**src/rtl/pipeline_sequencer.sv**
```systemverilog
`default_nettype none
// ============================================================================
// Module   : pipeline_sequencer
// Purpose  : Stall/flush sequencer for a five-stage pipeline with a
//            multi-cycle data-memory wait state and sticky timeout halt.
// Revision : 1.0  initial release
// ============================================================================
module pipeline_sequencer #(
    parameter int MEM_TIMEOUT = 255
) (
    input  logic        clk,
    input  logic        rst,
    input  logic        hazard_freeze,
    input  logic        branch_taken,
    input  logic        mem_busy,
    input  logic        mem_ready,
    output logic        pc_en,
    output logic        if_id_en,
    output logic        id_exe_en,
    output logic        exe_mem_en,
    output logic        mem_wb_en,
    output logic        if_id_flush,
    output logic        id_exe_flush,
    output logic [1:0]  state,
    output logic        mem_timeout,
    output logic [15:0] stall_count,
    output logic [15:0] flush_count
);

    localparam logic [1:0]  c_RUN       = 2'd0;
    localparam logic [1:0]  c_MEM_WAIT  = 2'd1;
    localparam logic [1:0]  c_HALT      = 2'd2;
    localparam logic [7:0]  c_WAIT_LAST = 8'(MEM_TIMEOUT - 1);
    localparam logic [15:0] c_SAT       = 16'hFFFF;

    logic [1:0]  r_state;
    logic [7:0]  r_wait_cnt;
    logic        r_pending_flush;
    logic        r_mem_timeout;
    logic [15:0] r_stall_count;
    logic [15:0] r_flush_count;

    logic        w_stall_all;
    logic        w_branch;

    // A completing memory wait replays the RUN rules, with any branch seen
    // during the wait folded into the branch request.
    always_comb begin
        w_stall_all = 1'b1;
        w_branch    = 1'b0;
        case (r_state)
            c_RUN: begin
                w_stall_all = mem_busy;
                w_branch    = branch_taken;
            end
            c_MEM_WAIT: begin
                w_stall_all = ~mem_ready;
                w_branch    = branch_taken | r_pending_flush;
            end
            default: begin
                w_stall_all = 1'b1;
                w_branch    = 1'b0;
            end
        endcase
    end

    always_comb begin
        pc_en        = 1'b0;
        if_id_en     = 1'b0;
        id_exe_en    = 1'b0;
        exe_mem_en   = 1'b0;
        mem_wb_en    = 1'b0;
        if_id_flush  = 1'b0;
        id_exe_flush = 1'b0;
        if (!w_stall_all) begin
            id_exe_en  = 1'b1;
            exe_mem_en = 1'b1;
            mem_wb_en  = 1'b1;
            if (w_branch) begin
                pc_en        = 1'b1;
                if_id_en     = 1'b1;
                if_id_flush  = 1'b1;
                id_exe_flush = 1'b1;
            end else if (hazard_freeze) begin
                id_exe_flush = 1'b1;
            end else begin
                pc_en    = 1'b1;
                if_id_en = 1'b1;
            end
        end
    end

    always_ff @(posedge clk or negedge rst) begin
        if (!rst) begin
            r_state         <= c_RUN;
            r_wait_cnt      <= 8'd0;
            r_pending_flush <= 1'b0;
            r_mem_timeout   <= 1'b0;
            r_stall_count   <= 16'd0;
            r_flush_count   <= 16'd0;
        end else begin
            if (r_state != c_HALT && !pc_en && r_stall_count != c_SAT)
                r_stall_count <= r_stall_count + 16'd1;
            if (if_id_flush && r_flush_count != c_SAT)
                r_flush_count <= r_flush_count + 16'd1;

            case (r_state)
                c_RUN: begin
                    if (mem_busy) begin
                        r_state         <= c_MEM_WAIT;
                        r_wait_cnt      <= 8'd0;
                        r_pending_flush <= branch_taken;
                    end
                end
                c_MEM_WAIT: begin
                    // mem_busy is deliberately ignored here: no nested waits.
                    if (mem_ready) begin
                        r_state         <= c_RUN;
                        r_pending_flush <= 1'b0;
                    end else begin
                        r_wait_cnt      <= r_wait_cnt + 8'd1;
                        r_pending_flush <= r_pending_flush | branch_taken;
                        if (r_wait_cnt == c_WAIT_LAST) begin
                            r_mem_timeout <= 1'b1;
                            r_state       <= c_HALT;
                        end
                    end
                end
                default: ;
            endcase
        end
    end

    assign state       = r_state;
    assign mem_timeout = r_mem_timeout;
    assign stall_count = r_stall_count;
    assign flush_count = r_flush_count;

endmodule
`default_nettype wire

```
**config.mk**
```make
export PLATFORM = sky130hd
export DESIGN_NAME = pipeline_sequencer
export DESIGN_NICKNAME = d
export VERILOG_FILES = /design/src/rtl/pipeline_sequencer.sv
export SDC_FILE = /design/constraint.sdc
export NUM_CORES = 1
export LEC_CHECK = 0
export ABC_AREA = 1
export CAP_MARGIN = 20
export CORE_MARGIN = 2
export CORE_UTILIZATION = 55
export DETAILED_ROUTE_END_ITERATION = 6
export DONT_BUFFER_PORTS = 1
export PLACE_DENSITY = 0.72
export SLEW_MARGIN = 5
export SYNTH_ARGS = -nofsm -noshare
export SYNTH_HDL_FRONTEND = slang
export SYNTH_SLANG_ARGS = --single-unit
```
**constraint.sdc**
```tcl
create_clock -name clk -period 2.3 [get_ports clk]
set_clock_uncertainty 0.2 [all_clocks]
set_input_delay 0.575 -clock clk [delete_from_list [all_inputs] [get_ports clk]]
set_output_delay 0.575 -clock clk [all_outputs]
set_load 0.05 [all_outputs]
```
Yosys cells after proc, flatten, opt, wreduce, memory -nomap -nowiden

Index checks and enable logic that the tools add are counted.

Register bits after elaboration: 44
Bits of input ports: 6
Logic and storage cells: 50

$add $sub $neg: 3
Equality and inequality tests: 8
Multiplexer cells: 21
Bitwise operators: 2
Reductions and logical operators: 10

Operators with widths:

| kind                  | count |
|---|---|
| $add 16x1->16 const B | 2 |
| $ne 16x16->1 const B  | 2 |
| $mux 8                | 2 |
| $pmux 8 s2            | 1 |
| $mux 1                | 11 |
| $reduce_and 3->1      | 3 |
| $add 8x1->8 const B   | 1 |
| $eq 8x8->1 const B    | 1 |
| $mux 2                | 3 |
| $ne 2x2->1 const B    | 3 |
| $pmux 1 s2            | 3 |
| $pmux 2 s2            | 1 |
| $logic_and 1x1->1     | 3 |
| $ne 3x3->1 const B    | 1 |
| $eq 2x1->1 const B    | 1 |
| $logic_not 2->1       | 1 |
| $reduce_and 2->1      | 1 |
| $reduce_bool 2->1     | 1 |
| $logic_not 1->1       | 1 |
| $not 1->1             | 1 |
| $or 1x1->1            | 1 |

Longest topological paths before layout

Gate-level depths: netlist of run 1.

Word-level depth: 7
Depth in mapped cells: 9
Mapped depth without buffers: 8

Worst setup path before layout of run 1

No wires, ideal clock.

Path kind: register to output
Start point: register r_state[0] (netlist: state[0])
End point: output port pc_en
Data arrival time: 1.910 ns
Data required time: 1.525 ns
Setup slack: -0.385 ns
Cell stages (with the launch flop): 6
Path through: dfrtp_1 -> nand3_1 -> nand2_2 -> nand2_2 -> inv_1 -> buf_4

Longest elaborated chain between the ends: 4
Elaborated cells between the ends (all ways): 6
Those cells by class: 1 x eq/ne; 4 x mux; 1 x reduce/logical

Ends and longest elaborated chain:

| item                                                 | RTL line | RTL |
|---|---|---|
| from (decl)                                          | 36       | `logic [1:0] r_state;` |
| from (signal assigned)                               | 95       | `r_state <= c_RUN;` |
| from (signal assigned)                               | 110      | `r_state <= c_MEM_WAIT;` |
| from (signal assigned)                               | 118      | `r_state <= c_RUN;` |
| $eq 2x1->1 / $logic_not 2->1 (equally long branches) | 51       | `case (r_state)` |
| $pmux 1 s2                                           | 51       |  |
| $mux 1                                               | n/a      |  |
| $mux 1 (*)                                           | n/a      |  |
| to (decl)                                            | 17       | `output logic pc_en,` |

Mark *: on every way between the ends. The rest lies on a longest branch, timed or not.

Worst setup path after layout of run 1

Start point: register r_state[1] (netlist: state[1])
End point: output port exe_mem_en

Longest elaborated chain between the ends: 3
Elaborated cells between the ends (all ways): 4
Those cells by class: 1 x eq/ne; 2 x mux; 1 x reduce/logical

Ends and longest elaborated chain:

| item                                                 | RTL line | RTL |
|---|---|---|
| $eq 2x1->1 / $logic_not 2->1 (equally long branches) | 51       |  |
| $pmux 1 s2 (*)                                       | 51       |  |
| $mux 1 (*)                                           | 75       | `if (!w_stall_all) begin` |
| to (decl)                                            | 20       | `output logic exe_mem_en,` |

Marked as above.

==> results of run 1 <==
[layer usage]
layer	share of wire	vias up
met3	0.045	9
met2	0.50	46
li1	-	1336
met5	0	-
met1	0.45	1177
met4	0.011	0
[final cells by class]
| type | instances | area, µm² | share of cell area |
|---|---|---|---|
| flip-flops and latches | 44 | 1104 | 0.3343 |
| clock buffers | 5 | 68.82 | 0.02085 |
| clock inverters | 3 | 46.29 | 0.01403 |
| inverters | 39 | 150.1 | 0.04549 |
| multi-input cells | 314 | 1489 | 0.4511 |
| repair buffers | 41 | 359.1 | 0.1088 |
| well taps | 67 | 83.83 | 0.02540 |
[path summary, 6_finish.rpt]
path,start,endpoint
setup / recovery,state[1]$_DFFE_PN0P_,exe_mem_en
hold / removal,mem_ready,state[1]$_DFFE_PN0P_
setup reg to reg,flush_count[1]$_DFFE_PN0P_,flush_count[2]$_DFFE_PN0P_
hold reg to reg,r_pending_flush$_DFFE_PN0P_,r_pending_flush$_DFFE_PN0P_
max in group asynchronous,rst,state[0]$_DFFE_PN0P_
min in group asynchronous,rst,r_wait_cnt[4]$_DFFE_PN0P_
[flip-flops by register name (all words and copies together), names as in the netlist]
name / flops
r_pending_flush: 1
mem_timeout: 1
r_wait_cnt: 8
flush_count: 16
state: 2
stall_count: 16
[critical path: cells and delay by family, from the launching register on]
family        cells  cell delay [ns]
flops             1             0.45
simple gates      3             0.34
buf+inv           1             0.38
[report_power, final]
group          leakage (µW)  switching (µW)  internal [µW]
clock network     0.0000548             294            328
registers          0.000561               0            773
logic               0.00108            17.7           7.09
[cell families (layout without fill, tap and decap cells)]
| logic type | Yosys count | in the layout | share of synthesized area |
|---|---|---|---|
| simple gates | 276 | 276 | 0.4253 |
| buf+inv | 46 | 88 | 0.07561 |
| flops | 44 | 44 | 0.3960 |
| compound gates | 20 | 20 | 0.04095 |
| xor+xnor | 14 | 14 | 0.04410 |
| fa+ha+maj | 4 | 4 | 0.01800 |
[stage by stage]
step	worst slack, ns	hold WS, ns	total power, µW	utilization	cells
after CTS	0.003373	0.2975	1423	0.6886	513
after detailed placement	0.2792	0.08047	791.4	0.6559	503
after global placement	0.3201	0.08056	791.4	0.6559	503
after floorplan	0.006958	0.07941	791.0	-	404
final	0.05321	0.2973	1419	0.6897	513
after global routing	-0.01653	0.3044	1464	0.6897	513
[cells in the final DEF, fill, tap and decap left out]
cell	instances
inv_6	1
buf_12	2
o31ai_2	1
inv_1	36
nand2_2	6
a21o_1	1
clkbuf_8	5
nand3_2	2
inv_2	2
nand2_4	2
nor3_2	1
nor2_4	4
nand2_1	181
dlygate4sd3_1	1
clkinvlp_4	2
nand3b_1	1
o21ai_0	15
xor2_1	4
ha_1	4
nor2_1	40
buf_4	36
dfrtp_2	2
xnor2_1	10
nand4_1	14
buf_16	1
bufinv_16	1
nor2_2	4
o21ai_2	1
nand3_4	1
dfrtp_1	42
nand3_1	20
a21oi_1	2
buf_6	1
[what timing repair did]
item | in CTS | in global routing
hold buffers | 2 | 0
resized for setup | 2 | 2
pin swaps | 0 | 0
hold endpoints to repair | 44 | 0
setup endpoints to repair | 1 | 7
==> impl_metrics.csv, run 1 <==
group,metric,value,unit
min_path,hold_path_depth,3,
floorplanning,fp.dieH,75.10,µm
worst_setup_path,crit_chain,"nor2_2, nand2_2, nand2_4, buf_4",
yosys,synth_top_area_share,0.3960,
worst_setup_path,path_max_fanout,6,
yosys,yosys_warnings,0,
worst_setup_path,crit_slowest_cell,"dfrtp_2",
global_route,globalRouteMet1Util,0.3074,
flow_run,cap_violations,0,
floorplanning,initial_core_util,0.5809,
yosys,synth-seq-cells,44,
drt,vias,2568,
drt,firstDrtPassIters,4,
worst_setup_path,slowest_delay,0.45,ns
yosys,synth_cell_type_count,24,
final_layout,syn2layout_area_growth,18.72,%
global_route,grt_start_max_net_pins,45,
sta,tns,0,ns
drt,routed_via_density,5.006,
yosys,syn_area,2780,µm²
global_route,grt_use_met2,0.4298,
worst_setup_path,crit_type,"reg -> out",
sta,tightest_slew,0.5657,ns
clocking,root_buffer,"clkbuf_8",
drt,finalWirelength,6207,µm
floorplanning,die_w,75.10,µm
sta,slew_violations,0,
clocking,tritoncts,"done",
worst_setup_path,worstPathRequired,1.52,ns
clocking,numCtsBuffers,5,
final_layout,final_area,3301,µm²
sta,setup-violations-final,0,
placement,dpl_cell_area,3139,µm²
sta,hold_viol_final,0,
floorplanning,core,4786,µm²
drt,ant_nets,0,
clocking,clock_sinks,44,
worst_setup_path,worst_setup_path_end_kind,"output pin",
sta,maxSlewHeadroom,0.6228,
drt,drcViolationCount,0,
floorplanning,dieArea,5639,µm²
final_layout,n_fill_cell,442,
yosys,synthCells,404,
yosys,synth_fp_nets,414,
global_route,grt_use_total,0.2496,
clocking,postCtsSetupBuffers,0,
sta,fmax,0.4451,GHz
drt,wire_per_inst,12.10,µm
yosys,avgSynthCellArea,6.882,µm²
global_route,grt_pass1_wl,10870,µm
yosys,ys.flop_type,"dfrtp_1",
clocking,cts.reportedPaths.clkPinSlew,0.08,ns
power_and_ir_drop,vdd_drop_max,0.3355,mV
worst_setup_path,r2r_setup_slack,0.38,ns
global_route,busiest_layer,"met2",
clocking,clock_path_buffers,2,
worst_setup_path,start_kind,"flop",
clocking,cts_max_level,2,
yosys,ys_seq_area_frac,0.3960,
sta,min_period,2.247,ns
power_and_ir_drop,p_per_area,430.0,nW/µm²
run_status,status,"complete, no violations",
placement,portBuffers,0,
final_layout,nets,455,
min_path,hold_class,"in -> reg",
yosys,synthTopCellsByArea,"dfrtp_1 40%, nand2_1 25%, nor2_1 5.5%",
final_layout,antennaDiodeCount,0,
yosys,yosys-top-cells-count,"182 x nand2_1, 44 x dfrtp_1, 41 x nor2_1",
sta,rsz0062_at_grt,"true",
worst_setup_path,arrival,1.47,ns
yosys,synth_edf_count,0,
global_route,grt_overflow,0,
clocking,clkLatencyLatePin,0.30,ns
power_and_ir_drop,p_leak,0.001698,µW
yosys,yosysTopAreaCell,"dfrtp_1",
placement,dp_hpwl,4693,µm
global_route,grt_pass1_vias,2483,
yosys,synth.most_common_cell,"nand2_1",
global_route,antenna_found_initial,0,
placement,gp_congestion,0.8012,
drt,drt_iter0_drc,113,
floorplanning,rows,25,
floorplanning,ios,48,
sta,period_share,0.9769,
final_layout,layout-drive-gt1-share,0.1682,
global_route,met3_usage,0.06961,
yosys,async_flop_share,1.000,
worst_setup_path,r2r_cells,6,
Power figures use the tool's default switching activity.
==> run 2, diff against run 1 <==
--- a/config.mk
+++ b/config.mk
@@ -12,6 +12,7 @@
 export DETAILED_ROUTE_END_ITERATION = 6
 export DONT_BUFFER_PORTS = 1
 export PLACE_DENSITY = 0.72
+export SKIP_CTS_REPAIR_TIMING = 1
 export SLEW_MARGIN = 5
 export SYNTH_ARGS = -nofsm -noshare
 export SYNTH_HDL_FRONTEND = slang
==> impl_metrics.csv, run 2 (same netlist as run 1, synthesis figures left out) <==
group,metric,value,unit
run_status,status,"complete, no violations",
floorplanning,ios,48,
flow_run,cap_violations,0,
sta,hold_viol_final,0,
global_route,grt_pass1_vias,2465,
drt,ant_nets,0,
drt,routed_via_density,4.996,
placement,place_inst,503,
sta,setup-violations-final,0,
final_layout,nets,455,
placement,portBuffers,0,
worst_setup_path,worst_setup_path_end_kind,"output pin",
min_path,hold_class,"in -> reg",
drt,finalWirelength,6221,µm
worst_setup_path,start_kind,"flop",
sta,maxSlewHeadroom,0.6206,
drt,vias,2563,
clocking,tritoncts,"done",
final_layout,syn2layout_area_growth,18.72,%
worst_setup_path,crit_type,"reg -> out",
clocking,cts_max_level,2,
clocking,clkLatencyLatePin,0.30,ns
sta,period_share,0.9756,
worst_setup_path,worstPathRequired,1.52,ns
power_and_ir_drop,vdd_drop_max,0.3359,mV
floorplanning,die_w,75.10,µm
final_layout,fin_cells,513,
global_route,grt_start_max_net_pins,45,
worst_setup_path,arrival,1.47,ns
clocking,numCtsBuffers,5,
drt,drt_iter0_drc,104,
final_layout,final_util,0.6897,
drt,firstDrtPassIters,5,
sta,rsz0062_at_grt,"true",
floorplanning,fp.dieH,75.10,µm
floorplanning,rows,25,
sta,hold_slack,0.2943,ns
final_layout,layout_commonest_cell,"nand2_1",
global_route,antenna_found_initial,0,
sta,tightest_slew,0.5691,ns
global_route,grt_pass1_wl,10790,µm
min_path,worstHoldStart,"mem_ready",
drt,wire_per_inst,12.13,µm
placement,gp_congestion,0.8012,
sta,min_period,2.244,ns
drt,drcViolationCount,0,
global_route,grt_overflow,0,
clocking,cts.reportedPaths.clkPinSlew,0.08,ns
worst_setup_path,startpoint,"state[1]$_DFFE_PN0P_",
final_layout,layout-drive-gt1-share,0.1682,
clocking,clock_sinks,44,
floorplanning,core,4786,µm²
worst_setup_path,reg2reg_from,"flush_count[1]$_DFFE_PN0P_",
sta,fmax,0.4457,GHz
global_route,grt_use_total,0.2476,
worst_setup_path,path_max_fanout,6,
final_layout,n_fill_cell,442,
floorplanning,dieArea,5639,µm²
final_layout,antennaDiodeCount,0,
clocking,clock_path_buffers,2,
power_and_ir_drop,p_leak,0.001698,µW
final_layout,final_cell_mix,"181 x nand2_1, 42 x dfrtp_1, 40 x nor2_1",
placement,dp_hpwl,4693,µm
floorplanning,initial_core_util,0.5809,
clocking,root_buffer,"clkbuf_8",
sta,slew_violations,0,
power_and_ir_drop,p_per_area,430.9,nW/µm²
==> run 2: worst paths after layout <==
kind | slack (ns) | depth (start not counted) | endpoint
setup / recovery | 0.06 | 4 | exe_mem_en
hold / removal | 0.29 | 3 | state[1]$_DFFE_PN0P_
setup reg to reg | 0.37 | 6 | flush_count[2]$_DFFE_PN0P_
hold reg to reg | 0.33 | 2 | r_pending_flush$_DFFE_PN0P_
max in group asynchronous | 1.11 | 2 | state[0]$_DFFE_PN0P_
min in group asynchronous | 0.58 | 2 | r_wait_cnt[4]$_DFFE_PN0P_
==> run 2: metrics by stage <==
stage / area [µm²] / power [µW] / TNS, ns / worst slack (ns)
CTS: 3254 / 1400 / -0.04608 / -0.04608
global placement: 3139 / 791.4 / 0 / 0.3201
finish: 3301 / 1422 / 0 / 0.05612
global route: 3301 / 1465 / -0.06513 / -0.01668
detailed placement: 3139 / 791.4 / 0 / 0.2792
floorplan: 2809 / 791.0 / 0 / 0.006958
==> run 2: power breakdown <==
| group | total (µW) | switching, µW | internal [µW] |
|---|---|---|---|
| logic | 24.8 | 17.7 | 7.09 |
| clock network | 625 | 297 | 328 |
| registers | 773 | 0 | 773 |
==> run 2: area by class of cell <==
type | count | area (µm²) | share of cell area
well taps | 67 | 83.83 | 0.02540
repair buffers | 41 | 359.1 | 0.1088
inverters | 39 | 150.1 | 0.04549
flip-flops and latches | 44 | 1104 | 0.3343
clock inverters | 3 | 46.29 | 0.01403
clock buffers | 5 | 68.82 | 0.02085
multi-input cells | 314 | 1489 | 0.4511
==> run 2: worst max-delay path: stages (launching register included) <==
cell     delay [ns]
dfrtp_2        0.45
nor2_2         0.15
nand2_2        0.09
nand2_4        0.10
buf_4          0.38
==> run 2: per-layer routing <==
metal / vias up / GRT usage / part of all wire / routed length (µm)
met4: 0 / 0.06746 / 0.014 / 84
li1: 1333 / - / - / -
met2: 51 / 0.4240 / 0.49 / 3051
met3: 11 / 0.06961 / 0.044 / 275
met1: 1168 / 0.3065 / 0.45 / 2810
met5: - / 0 / 0 / 0
==> run 3, diff against run 2 <==
--- a/config.mk
+++ b/config.mk
@@ -8,11 +8,10 @@
 export ABC_AREA = 1
 export CAP_MARGIN = 20
 export CORE_MARGIN = 2
-export CORE_UTILIZATION = 55
+export CORE_UTILIZATION = 47
 export DETAILED_ROUTE_END_ITERATION = 6
 export DONT_BUFFER_PORTS = 1
-export PLACE_DENSITY = 0.72
-export SKIP_CTS_REPAIR_TIMING = 1
+export PLACE_DENSITY = 0.64
 export SLEW_MARGIN = 5
 export SYNTH_ARGS = -nofsm -noshare
 export SYNTH_HDL_FRONTEND = slang
==> impl_metrics.csv, run 3 (same netlist as run 1, synthesis figures left out) <==
group,metric,value,unit
clocking,root_buffer,"clkbuf_8",
clocking,numCtsBuffers,5,
worst_setup_path,crit_buf_inv,2,
drt,firstDrtPassIters,4,
worst_setup_path,crit_type,"reg -> out",
drt,ant_nets,0,
worst_setup_path,r2r_cells,6,
floorplanning,fp.dieH,80.91,µm
sta,maxSlewHeadroom,0.6074,
worst_setup_path,timing.rr.end,"flush_count[2]$_DFFE_PN0P_",
drt,wire_per_inst,12.03,µm
worst_setup_path,r2r_setup_slack,0.44,ns
global_route,grt_use_total,0.2126,
sta,rsz0062_at_grt,"false",
worst_setup_path,crit_chain,"nor2_2, nand2_1, nand2_4, o21ai_0, inv_1, buf_12",
sta,tns,0,ns
floorplanning,rows,28,
worst_setup_path,worstPathRequired,1.52,ns
sta,min_period,2.217,ns
global_route,grt_overflow,0,
final_layout,layout-drive-gt1-share,0.1719,
global_route,grt_pass1_vias,2437,
clocking,clock_sinks,44,
flow_run,cap_violations,0,
placement,dp_hpwl,4663,µm
drt,drt_iter0_drc,94,
final_layout,antennaDiodeCount,0,
sta,hold_viol_final,0,
floorplanning,initial_core_util,0.4781,
clocking,tritoncts,"done",
sta,setup-violations-final,0,
worst_setup_path,path_max_fanout,6,
power_and_ir_drop,p_per_area,417.8,nW/µm²
worst_setup_path,worst_setup_path_end_kind,"output pin",
run_status,status,"complete, no violations",
global_route,grt_pass1_wl,10980,µm
final_layout,layout_commonest_cell,"nand2_1",
final_layout,nets,457,
floorplanning,core,5816,µm²
worst_setup_path,reg2reg_from,"flush_count[0]$_DFFE_PN0P_",
final_layout,final_cell_mix,"181 x nand2_1, 42 x dfrtp_1, 40 x nor2_1",
drt,drcViolationCount,0,
drt,routed_via_density,4.862,
placement,pre_cts_ws,0.2471,ns
floorplanning,ios,48,
clocking,clock_path_buffers,2,
worst_setup_path,slowest_delay,0.45,ns
worst_setup_path,crit_slowest_cell,"dfrtp_2",
worst_setup_path,startpoint,"state[1]$_DFFE_PN0P_",
sta,period_share,0.9638,
worst_setup_path,cp.depth,6,
clocking,cts_max_level,2,
worst_setup_path,arrival,1.44,ns
final_layout,syn2layout_area_growth,19.94,%
drt,vias,2543,
sta,fin_ws,0.08319,ns
sta,tightest_slew,0.5889,ns
floorplanning,die_w,80.91,µm
drt,finalWirelength,6292,µm
placement,portBuffers,0,
worst_setup_path,crit_path_end,"id_exe_flush",
global_route,antenna_found_initial,0,
sta,fmax,0.4511,GHz
sta,slew_violations,0,
min_path,hold_class,"in -> reg",
worst_setup_path,crit_family,"flip-flops",
placement,gp_congestion,0.8362,
clocking,clkLatencyLatePin,0.30,ns
global_route,grt_start_max_net_pins,45,
power_and_ir_drop,vdd_drop_max,0.3348,mV
power_and_ir_drop,p_leak,0.001712,µW
floorplanning,dieArea,6546,µm²
worst_setup_path,start_kind,"flop",
clocking,cts.reportedPaths.clkPinSlew,0.08,ns
[run 3: changes by cell type in the layout (fill, tap and decap cells not counted), sizes merged]
cell    before  now
buf         40   42
inv         39   38
clkinv       0    1
[run 3: repair_timing]
| item | 4_1_cts | 5_1_grt |
|---|---|---|
| endpoints found under the hold margin | 44 | 0 |
| gates cloned | 0 | 0 |
| setup buffers | 1 | 0 |
| hold buffers | 2 | 0 |
| endpoints found under the setup margin | 4 | 4 |
| gates resized for setup | 3 | 1 |
[run 3: metal layers]
layer,GRT usage,routed length (µm),vias up
met3,0.06111,313,6
met4,0.04407,48,0
met2,0.3719,3162,45
met1,0.2607,2768,1148
met5,0,0,-
li1,-,-,1344
[run 3: how the worst min path moves through the flow]
stage                         start                    endpoint  slack (ns)  cells past startpoint
after floorplan                 rst  flush_count[0]$_DFFE_PN0P_        0.08                      0
after global routing      mem_ready     mem_timeout$_DFFE_PN0P_        0.29                      3
after global placement          rst   r_wait_cnt[4]$_DFFE_PN0P_        0.08                      0
final                     mem_ready        state[1]$_DFFE_PN0P_        0.30                      3
after detailed placement        rst   r_wait_cnt[3]$_DFFE_PN0P_        0.08                      0
after CTS                 mem_ready        state[1]$_DFFE_PN0P_        0.29                      3
[run 3: report_power, final]
group / internal [µW] / switching [µW]
Clock: 322 / 274
Sequential: 773 / 0
Combinational: 7.10 / 17.8
Total: 1100 / 292
[run 3: area by class of cell]
class	instances	area, µm²
clock inverter	3	42.54
multi-input combinational	314	1489
sequential	44	1104
clock buffer	5	68.82
tap	75	93.84
inverter	39	150.1
fill	555	2481
timing repair buffer	43	386.6
[run 3: stage by stage]
step           instances  hold slack [ns]  utilization  instance area (µm²)  power [µW]
2_1_floorplan        404          0.07941            -                 2809       791.0
3_3_place_gp         512          0.08099       0.5450                 3169       791.4
3_5_place_dp         512          0.08092       0.5450                 3169       791.7
4_1_cts              523           0.2901       0.5729                 3332        1418
5_1_grt              523           0.2945       0.5734                 3334        1462
6_report             523           0.3016       0.5734                 3334        1393
[run 3: worst min-delay path, cell delays in order]
cell,delay [ns]
nor2_1,0.03
nand3_1,0.10
nand2_1,0.06
